$ cat src/rtl/radix4_div_pkg.sv
// radix4_div_pkg: shared definitions for the radix-4 restoring divider.
//   div_state_e  - FSM state encoding (IDLE / RUN / DONE)
//   Digit*       - quotient digit encodings retired per iteration
//   div_iter_w() - width of the iteration counter for a given iteration count
package radix4_div_pkg;

    typedef enum logic [1:0] {
        StIdle = 2'd0,
        StRun  = 2'd1,
        StDone = 2'd2
    } div_state_e;

    localparam logic [1:0] DigitZero  = 2'd0;
    localparam logic [1:0] DigitOne   = 2'd1;
    localparam logic [1:0] DigitTwo   = 2'd2;
    localparam logic [1:0] DigitThree = 2'd3;

    // Bits needed to count down from k-1 to 0 (at least one bit).
    function automatic int unsigned div_iter_w(input int unsigned k);
        return (k <= 2) ? 1 : $clog2(k);
    endfunction

endpackage

$ cat src/rtl/radix4_div18_seq_if.sv
// radix4_div18_seq_if: start/done handshake bundle of the divide unit.
//   start        - request, honoured only when the divider is idle
//   x, y         - dividend / divisor, sampled with an accepted start
//   busy         - iterations in progress
//   done         - one-cycle completion pulse
//   q, r         - quotient / remainder, held until the next completion
//   div_by_zero  - effective divisor was zero
// Modports: master (requester), slave (divider).
interface radix4_div18_seq_if #(
    parameter int unsigned N = 18
);
    logic         start;
    logic [N-1:0] x;
    logic [N-1:0] y;
    logic         busy;
    logic         done;
    logic [N-1:0] q;
    logic [N-1:0] r;
    logic         div_by_zero;

    modport master (
        output start, x, y,
        input  busy, done, q, r, div_by_zero
    );

    modport slave (
        input  start, x, y,
        output busy, done, q, r, div_by_zero
    );
endinterface

$ cat src/rtl/radix4_div_digit.sv
// radix4_div_digit: one radix-4 restoring step (combinational).
//   rem       in  N+2  partial remainder already extended by the next two dividend bits
//   d         in  N    divisor (non-zero)
//   digit     out 2    largest k in {3,2,1,0} with k*d <= rem
//   rem_next  out N+2  rem - digit*d
module radix4_div_digit
    import radix4_div_pkg::*;
#(
    parameter int unsigned N = 18
) (
    input  logic [N+1:0] rem,
    input  logic [N-1:0] d,
    output logic [1:0]   digit,
    output logic [N+1:0] rem_next
);

    logic [N+1:0] d1;
    logic [N+1:0] d2;
    logic [N+1:0] d3;

    assign d1 = {2'b00, d};
    assign d2 = {1'b0, d, 1'b0};
    assign d3 = d1 + d2;  // 3d < 3*2^N, fits in N+2 bits

    always_comb begin
        digit    = DigitZero;
        rem_next = rem;
        if (rem >= d3) begin
            digit    = DigitThree;
            rem_next = rem - d3;
        end else if (rem >= d2) begin
            digit    = DigitTwo;
            rem_next = rem - d2;
        end else if (rem >= d1) begin
            digit    = DigitOne;
            rem_next = rem - d1;
        end
    end

endmodule

$ cat src/rtl/radix4_div18_seq.sv
// radix4_div18_seq: sequential unsigned radix-4 restoring divider, 2 quotient bits per clock.
//   clk, rst_n  - rising-edge clock, asynchronous active-low reset
//   bus (slave) - start/x/y request; busy/done/q/r/div_by_zero response
// A request accepted at edge T completes with done high one cycle after K iterations
// (T+K+1 at the sampling edge); a zero effective divisor completes at T+1 with
// q = all ones, r = x.
// Build option: define DIV_APPROX_EN to clear the low APPROX_BITS divisor bits
// before dividing (falls back to the full divisor if that would make it zero).
// N must be even and at least 4.
module radix4_div18_seq
    import radix4_div_pkg::*;
#(
    parameter int unsigned N           = 18,
    parameter int unsigned APPROX_BITS = 4
) (
    input  logic              clk,
    input  logic              rst_n,
    radix4_div18_seq_if.slave bus
);

    localparam int unsigned K    = N / 2;
    localparam int unsigned ItrW = div_iter_w(K);

    div_state_e    state_q, state_d;
    logic [ItrW-1:0] itr_q, itr_d;
    logic [N-1:0]  dvd_q, dvd_d;  // dividend bits not yet consumed, MSB first
    logic [N-1:0]  dsr_q, dsr_d;  // effective divisor
    logic [N-1:0]  rem_q, rem_d;  // partial remainder, always < divisor
    logic [N-1:0]  quo_q, quo_d;  // quotient digits retired so far
    logic [N-1:0]  q_q, q_d;
    logic [N-1:0]  r_q, r_d;
    logic          dbz_q, dbz_d;

    logic [N-1:0]  d_eff;
    logic [N+1:0]  rem_shift;
    logic [N+1:0]  rem_next;
    logic [1:0]    digit;
    logic          unused_rem_hi;

`ifdef DIV_APPROX_EN
    localparam logic [N-1:0] KeepMask = {N{1'b1}} << APPROX_BITS;

    always_comb begin
        d_eff = bus.y & KeepMask;
        // Truncation must never turn a non-zero divisor into a divide-by-zero.
        if (d_eff == '0) begin
            d_eff = bus.y;
        end
    end
`else
    localparam int unsigned unused_approx_bits = APPROX_BITS;

    assign d_eff = bus.y;
`endif

    assign rem_shift = {rem_q, dvd_q[N-1:N-2]};

    radix4_div_digit #(
        .N(N)
    ) u_digit (
        .rem      (rem_shift),
        .d        (dsr_q),
        .digit    (digit),
        .rem_next (rem_next)
    );

    // Remainder stays below the divisor, so the top two bits are always zero.
    assign unused_rem_hi = ^rem_next[N+1:N];

    always_comb begin
        state_d = state_q;
        itr_d   = itr_q;
        dvd_d   = dvd_q;
        dsr_d   = dsr_q;
        rem_d   = rem_q;
        quo_d   = quo_q;
        q_d     = q_q;
        r_d     = r_q;
        dbz_d   = dbz_q;

        case (state_q)
            StIdle: begin
                if (bus.start) begin
                    dvd_d = bus.x;
                    dsr_d = d_eff;
                    if (d_eff == '0) begin
                        state_d = StDone;
                        q_d     = '1;
                        r_d     = bus.x;
                        dbz_d   = 1'b1;
                    end else begin
                        state_d = StRun;
                        itr_d   = ItrW'(K - 1);
                        rem_d   = '0;
                        quo_d   = '0;
                    end
                end
            end
            StRun: begin
                rem_d = rem_next[N-1:0];
                dvd_d = {dvd_q[N-3:0], 2'b00};
                quo_d = {quo_q[N-3:0], digit};
                itr_d = itr_q - 1'b1;
                if (itr_q == '0) begin
                    state_d = StDone;
                    q_d     = {quo_q[N-3:0], digit};
                    r_d     = rem_next[N-1:0];
                    dbz_d   = 1'b0;
                end
            end
            StDone: begin
                state_d = StIdle;
            end
            default: begin
                state_d = StIdle;
            end
        endcase
    end

    always_ff @(posedge clk or negedge rst_n) begin
        if (!rst_n) begin
            state_q <= StIdle;
            itr_q   <= '0;
            dvd_q   <= '0;
            dsr_q   <= '0;
            rem_q   <= '0;
            quo_q   <= '0;
            q_q     <= '0;
            r_q     <= '0;
            dbz_q   <= 1'b0;
        end else begin
            state_q <= state_d;
            itr_q   <= itr_d;
            dvd_q   <= dvd_d;
            dsr_q   <= dsr_d;
            rem_q   <= rem_d;
            quo_q   <= quo_d;
            q_q     <= q_d;
            r_q     <= r_d;
            dbz_q   <= dbz_d;
        end
    end

    assign bus.busy        = (state_q == StRun);
    assign bus.done        = (state_q == StDone);
    assign bus.q           = q_q;
    assign bus.r           = r_q;
    assign bus.div_by_zero = dbz_q;

endmodule

$ cat src/flat_wrapper.sv
// flat-port wrapper written by rule: the top's interface ports become plain ports
module radix4_div18_seq_flat import radix4_div_pkg::*;
#(
    parameter int unsigned N           = 18,
    parameter int unsigned APPROX_BITS = 4
)
  (clk, rst_n, bus_start, bus_x, bus_y, bus_busy, bus_done, bus_q, bus_r, bus_div_by_zero);
  radix4_div18_seq_if #(.N(N)) bus_i ();
  input  logic clk;
  input  logic rst_n;
  input wire logic [$bits(bus_i.start)-1:0] bus_start;
  input wire logic [$bits(bus_i.x)-1:0] bus_x;
  input wire logic [$bits(bus_i.y)-1:0] bus_y;
  output wire logic [$bits(bus_i.busy)-1:0] bus_busy;
  output wire logic [$bits(bus_i.done)-1:0] bus_done;
  output wire logic [$bits(bus_i.q)-1:0] bus_q;
  output wire logic [$bits(bus_i.r)-1:0] bus_r;
  output wire logic [$bits(bus_i.div_by_zero)-1:0] bus_div_by_zero;
  assign bus_i.start = bus_start;
  assign bus_i.x = bus_x;
  assign bus_i.y = bus_y;
  assign bus_busy = bus_i.busy;
  assign bus_done = bus_i.done;
  assign bus_q = bus_i.q;
  assign bus_r = bus_i.r;
  assign bus_div_by_zero = bus_i.div_by_zero;
  radix4_div18_seq #(.N(N), .APPROX_BITS(APPROX_BITS)) u_core (.clk(clk), .rst_n(rst_n), .bus(bus_i));
endmodule
$ cat config.mk
export PLATFORM = sky130hd
export DESIGN_NAME = radix4_div18_seq_flat
export DESIGN_NICKNAME = d
export VERILOG_FILES = /design/src/rtl/radix4_div_pkg.sv /design/src/rtl/radix4_div18_seq_if.sv /design/src/rtl/radix4_div_digit.sv /design/src/rtl/radix4_div18_seq.sv /design/src/flat_wrapper.sv
export SDC_FILE = /design/constraint.sdc
export NUM_CORES = 1
export LEC_CHECK = 0
export BUFFER_PORTS_ARGS = -buffer_cell sky130_fd_sc_hd__buf_2
export CORE_ASPECT_RATIO = 2
export CORE_MARGIN = 2
export CORE_UTILIZATION = 50
export CTS_BUF_LIST = sky130_fd_sc_hd__clkbuf_16
export CTS_CLUSTER_SIZE = 24
export DETAILED_ROUTE_END_ITERATION = 12
export PLACE_DENSITY = 0.73
export SLEW_MARGIN = 20
export SYNTH_ARGS = -nofsm -noshare
export SYNTH_HDL_FRONTEND = slang
export SYNTH_HIERARCHICAL = 1
export SYNTH_SLANG_ARGS = --single-unit
$ cat constraint.sdc
create_clock -name clk -period 10.99 [get_ports clk]
set_input_delay 0.5495 -clock clk [delete_from_list [all_inputs] [get_ports clk]]
set_output_delay 0.5495 -clock clk [all_outputs]
set_load 0.01 [all_outputs]
==> results.cfg, run 1 <==
[routing]
routed_wl_um = 24600
via_count = 7625
via_per_inst = 6.21
wl_per_cell_um = 20.0
drcViolationCount = 0
dr.pass1.iters = 6
drt_iter0_drc = 487
ant_nets = 0

[finish]
n_antenna_cell = 0
final_util_pct = 57.5
finalNetCount = 1127
layout_common_cells = nand2_1, dfrtp_1, buf_2
area_growth_pct = 12.9
layout_commonest_cell = nand2_1
layout-drive-gt1-share_pct = 15.5

[global_route]
grt_pass1_vias = 7501
grt_max_degree = 76
grt_first_pass_wirelength_um = 38700
grt.total_usage_pct = 27.7
gr-total-overflow = 0
antenna_found_initial = 0

[sta]
tightest_slew_ns = 0.972
tns_ns = 0
period_share_pct = 52.4
grt_setup_unrepaired = false
period_needed_ns = 5.76
maxSlewViolCount = 0
timing.fmax_mhz = 174
setup_viol_count_final = 0
finalHoldViolations = 0
fin_skew_ns = 0.0109
max_slew_margin_pct = 35.2

[worst_hold_path]
hold_class = primary input to asynchronous set/reset pin

[clocking]
postCtsSetupRepairBufs = 0
h-tree-depth = 4
cts_root_buffer = clkbuf_16
tritoncts = built
cts-buffers-inserted = 17
cts.sink_count = 113
post_cts_resized = 0
clock_latency_ns = 0.42
cts_max_path_buffers = 2
clk_pin_slew_ns = 0.05
holdBufCountCts = 0

[die]
initial_core_util_pct = 51.0
die_h_um = 189
ioPinCount = 78
die_w_um = 96.4
core_area_um2 = 16800
die_area_um2 = 18200
rows = 67

[run_status]
outcome = completed

[worst_setup_path]
worstSetupStartpoint = u_core/dsr_q[1]$_DFFE_PN0P_
path_class = register to register
start_kind = register
cp.arrival_ns = 6.06
cp-end-kind = register
critPathMaxFanout = 33
rr_startpoint = u_core/dsr_q[1]$_DFFE_PN0P_
cp_data_required_time_ns = 11.28

[place]
routabilityCongestion = 0.894
place.detailed.hpwl_um = 18400
numPortBuffers = 77

[logic_synthesis]
syn_nets = 1059
yosysWarningCount = 6
syn_inst = 941
avgSynthCellArea_um2 = 9.08
syn_area_um2 = 8550

[job]
max-cap-violations = 0
sequential cells by signal (all words and copies together) (netlist names), 2 cells and up:
| signal | count |
|---|---|
| u_core/bus.q | 18 |
| u_core/dsr_q | 18 |
| u_core/rem_q | 18 |
| u_core/bus.r | 18 |
| u_core/dvd_q | 18 |
| u_core/itr_q | 4 |
| u_core/state_q | 2 |
| u_core/quo_q | 16 |
stage by stage:
| stage | cell area [µm²] | hold WS, ns | cells | setup slack, ns |
|---|---|---|---|---|
| floorplan | 8550 | 0.254 | 941 | 6.01 |
| global placement | 9090 | 0.462 | 1197 | 5.44 |
| detailed placement | 9090 | 0.472 | 1197 | 5.36 |
| CTS | 9640 | 0.134 | 1228 | 5.32 |
| global route | 9640 | 0.153 | 1228 | 4.89 |
| finish | 9640 | 0.123 | 1228 | 5.23 |
worst max-delay path, cell delays in order (launching register included):
cell	delay (ns)
dfrtp_1	0.49
ha_1	0.29
fa_1	0.43
a21o_1	0.20
a21oi_1	0.20
o21bai_1	0.17
a221oi_1	0.40
a211o_1	0.26
o21bai_1	0.08
a21oi_1	0.17
xor2_1	0.17
ha_1	0.29
nand2_1	0.13
nor3_1	0.06
a21oi_1	0.13
o311ai_1	0.16
or4_1	0.55
a221oi_4	0.26
buf_4	0.39
nand2_1	0.20
nor2_1	0.13
a21oi_1	0.07
nand2_1	0.08
nand2_1	0.05
mux2_2	0.25
worst paths after layout:
| kind | end | slack, ns | cells past startpoint |
|---|---|---|---|
| setup / recovery | u_core/bus.r[0]$_DFFE_PN0P_ | 5.23 | 24 |
| setup reg to reg | u_core/bus.r[0]$_DFFE_PN0P_ | 5.23 | 24 |
| min in group clk | u_core/dsr_q[16]$_DFFE_PN0P_ | 0.39 | 2 |
| hold reg to reg | u_core/dvd_q[13]$_DFFE_PN0P_ | 0.48 | 2 |
| max in group asynchronous | u_core/bus.q[7]$_DFFE_PN0P_ | 9.49 | 2 |
| hold / removal | u_core/bus.r[2]$_DFFE_PN0P_ | 0.12 | 1 |
final cells by class:
class                   instances  area, µm²
fillers                      1483       7120
inverters                      46        173
multi-input cells             744       5370
clock buffers                  17        425
repair buffers                 87        463
well taps                     207        259
clock inverters                14        126
flip-flops and latches        113       2830
layer usage:
layer	global-route usage (%)	wire length [µm]
met2	48.7	12900
met5	0	0
met1	31.2	8990
met3	2.94	1160
met4	16.6	1520
Power of run 1 is not shown: default switching activity piles up to over one toggle a cycle in this logic, so the estimate is an artifact.
==> run 2: changes to the inputs <==
- clock period: 10.99 -> 5.4 ns (I/O delays scaled with it)
==> results.cfg, run 2 (same netlist as run 1, synthesis figures left out) <==
[die]
initial_core_util_pct = 51.0
die_h_um = 189
ioPinCount = 78
die_area_um2 = 18200
core_area_um2 = 16800
rows = 67
die_w_um = 96.4

[finish]
nFillCells = 1504
layout_common_cells = nand2_1, dfrtp_1, buf_2
final_util_pct = 59.0
area_growth_pct = 15.8
finalNonFillerCells = 1244
finalNetCount = 1143
n_antenna_cell = 0
layout_commonest_cell = nand2_1
layout-drive-gt1-share_pct = 17.6

[worst_setup_path]
cp-end-kind = register
ff2ff_path_depth = 22
cp.arrival_ns = 5.52
worstSetupStartpoint = u_core/dsr_q[1]$_DFFE_PN0P_
critPathMaxFanout = 18
rr_startpoint = u_core/dsr_q[1]$_DFFE_PN0P_
cp_data_required_time_ns = 5.68
critPathCapture = u_core/bus.r[6]$_DFFE_PN0P_
path_class = register to register
rr_endpoint = u_core/bus.r[6]$_DFFE_PN0P_
start_kind = register
r2r_slack_ns = 0.16

[sta]
setup_slack_ns = 0.162
finalHoldViolations = 0
fin_skew_ns = 0.0114
period_needed_ns = 5.24
tightest_slew_ns = 0.997
timing.fmax_mhz = 191
maxSlewViolCount = 0
period_share_pct = 97.0
max_slew_margin_pct = 33.5
setup_viol_count_final = 0

[routing]
drcViolationCount = 0
routed_wl_um = 24800
dr.pass1.iters = 6
drt_iter0_drc = 473
wl_per_cell_um = 19.9
ant_nets = 0
via_per_inst = 6.14
via_count = 7632

[clocking]
cts_root_buffer = clkbuf_16
cts-buffers-inserted = 17
clk_pin_slew_ns = 0.05
h-tree-depth = 4
cts_max_path_buffers = 2
tritoncts = built
clock_latency_ns = 0.41
cts.sink_count = 113

[global_route]
grt.total_usage_pct = 28.3
gr-total-overflow = 0
grt_pass1_vias = 7916
grt_max_degree = 63
antenna_found_initial = 0
grt_first_pass_wirelength_um = 39600

[place]
numPortBuffers = 77
dp_cells = 1207
routabilityCongestion = 0.890
place_ws_ns = 0.0130
place.detailed.hpwl_um = 18500

[worst_hold_path]
hold_class = primary input to register

[run_status]
outcome = completed

[job]
max-cap-violations = 0
-- run 2: worst max-delay path, cell delays in order (launching register included) --
cell and delay, ns:
dfrtp_1 0.43, ha_2 0.23, fa_2 0.36, a21o_1 0.20, a21oi_2 0.19, o21bai_2 0.12, a221oi_2 0.32, a211o_1 0.22
o21bai_1 0.08, a21oi_1 0.16, xor2_1 0.17, ha_1 0.30, a21o_1 0.21, a21oi_2 0.12, o311ai_2 0.14, or4_4 0.52
a221oi_4 0.38, buf_12 0.20, buf_4 0.15, a21oi_1 0.10, nand2_1 0.09, nand2_1 0.07, mux2_1 0.32
-- run 2: what timing repair did --
action,in CTS,in global routing
cloned,0,0
endpoints found under the hold margin,51,0
resized for setup,1,20
pin swaps,0,6
setup endpoints to repair,4,31
hold buffers,1,0
buffers inserted,0,5
-- run 2: through the flow --
| stage | area, µm² | hold WS (ns) | setup TNS, ns |
|---|---|---|---|
| floorplan | 8550 | -0.0256 | 0 |
| global placement | 9180 | 0.353 | 0 |
| detailed placement | 9180 | 0.356 | 0 |
| CTS | 9760 | 0.0926 | 0 |
| global route | 9890 | 0.105 | -0.355 |
| finish | 9890 | 0.107 | 0 |
-- run 2: per-layer routing --
metal  track usage (%)  share of wire [%]  up-vias
met4              14.2                4.5        0
met2              52.6                 56      196
met3              4.18                3.3       54
met5                 0                  0        -
met1              29.8                 37     3782
li1                  -                  -     3600
-- run 2: how the worst min path moves through the flow --
stage	slack (ns)	startpoint	cells past startpoint	to
after global placement	0.35	rst_n	1	u_core/bus.r[2]$_DFFE_PN0P_
final	0.11	bus_y[17]	2	u_core/dsr_q[17]$_DFFE_PN0P_
after detailed placement	0.36	rst_n	1	u_core/bus.r[2]$_DFFE_PN0P_
after global routing	0.11	bus_y[15]	2	u_core/dsr_q[15]$_DFFE_PN0P_
after CTS	0.09	bus_y[17]	2	u_core/dsr_q[17]$_DFFE_PN0P_
after floorplan	-0.03	rst_n	0	u_core/bus.div_by_zero$_DFFE_PN0P_
-- run 2: final cells by class --
cell class,count,area [µm²],share of cell area (%)
clock buffer,17,425,4.30
clock inverter,14,134,1.35
tap,207,259,2.62
multi-input combinational,744,5470,55.3
timing repair buffer,103,602,6.08
inverter,46,173,1.75
sequential,113,2830,28.6
Power of run 2 is left out for the same reason.
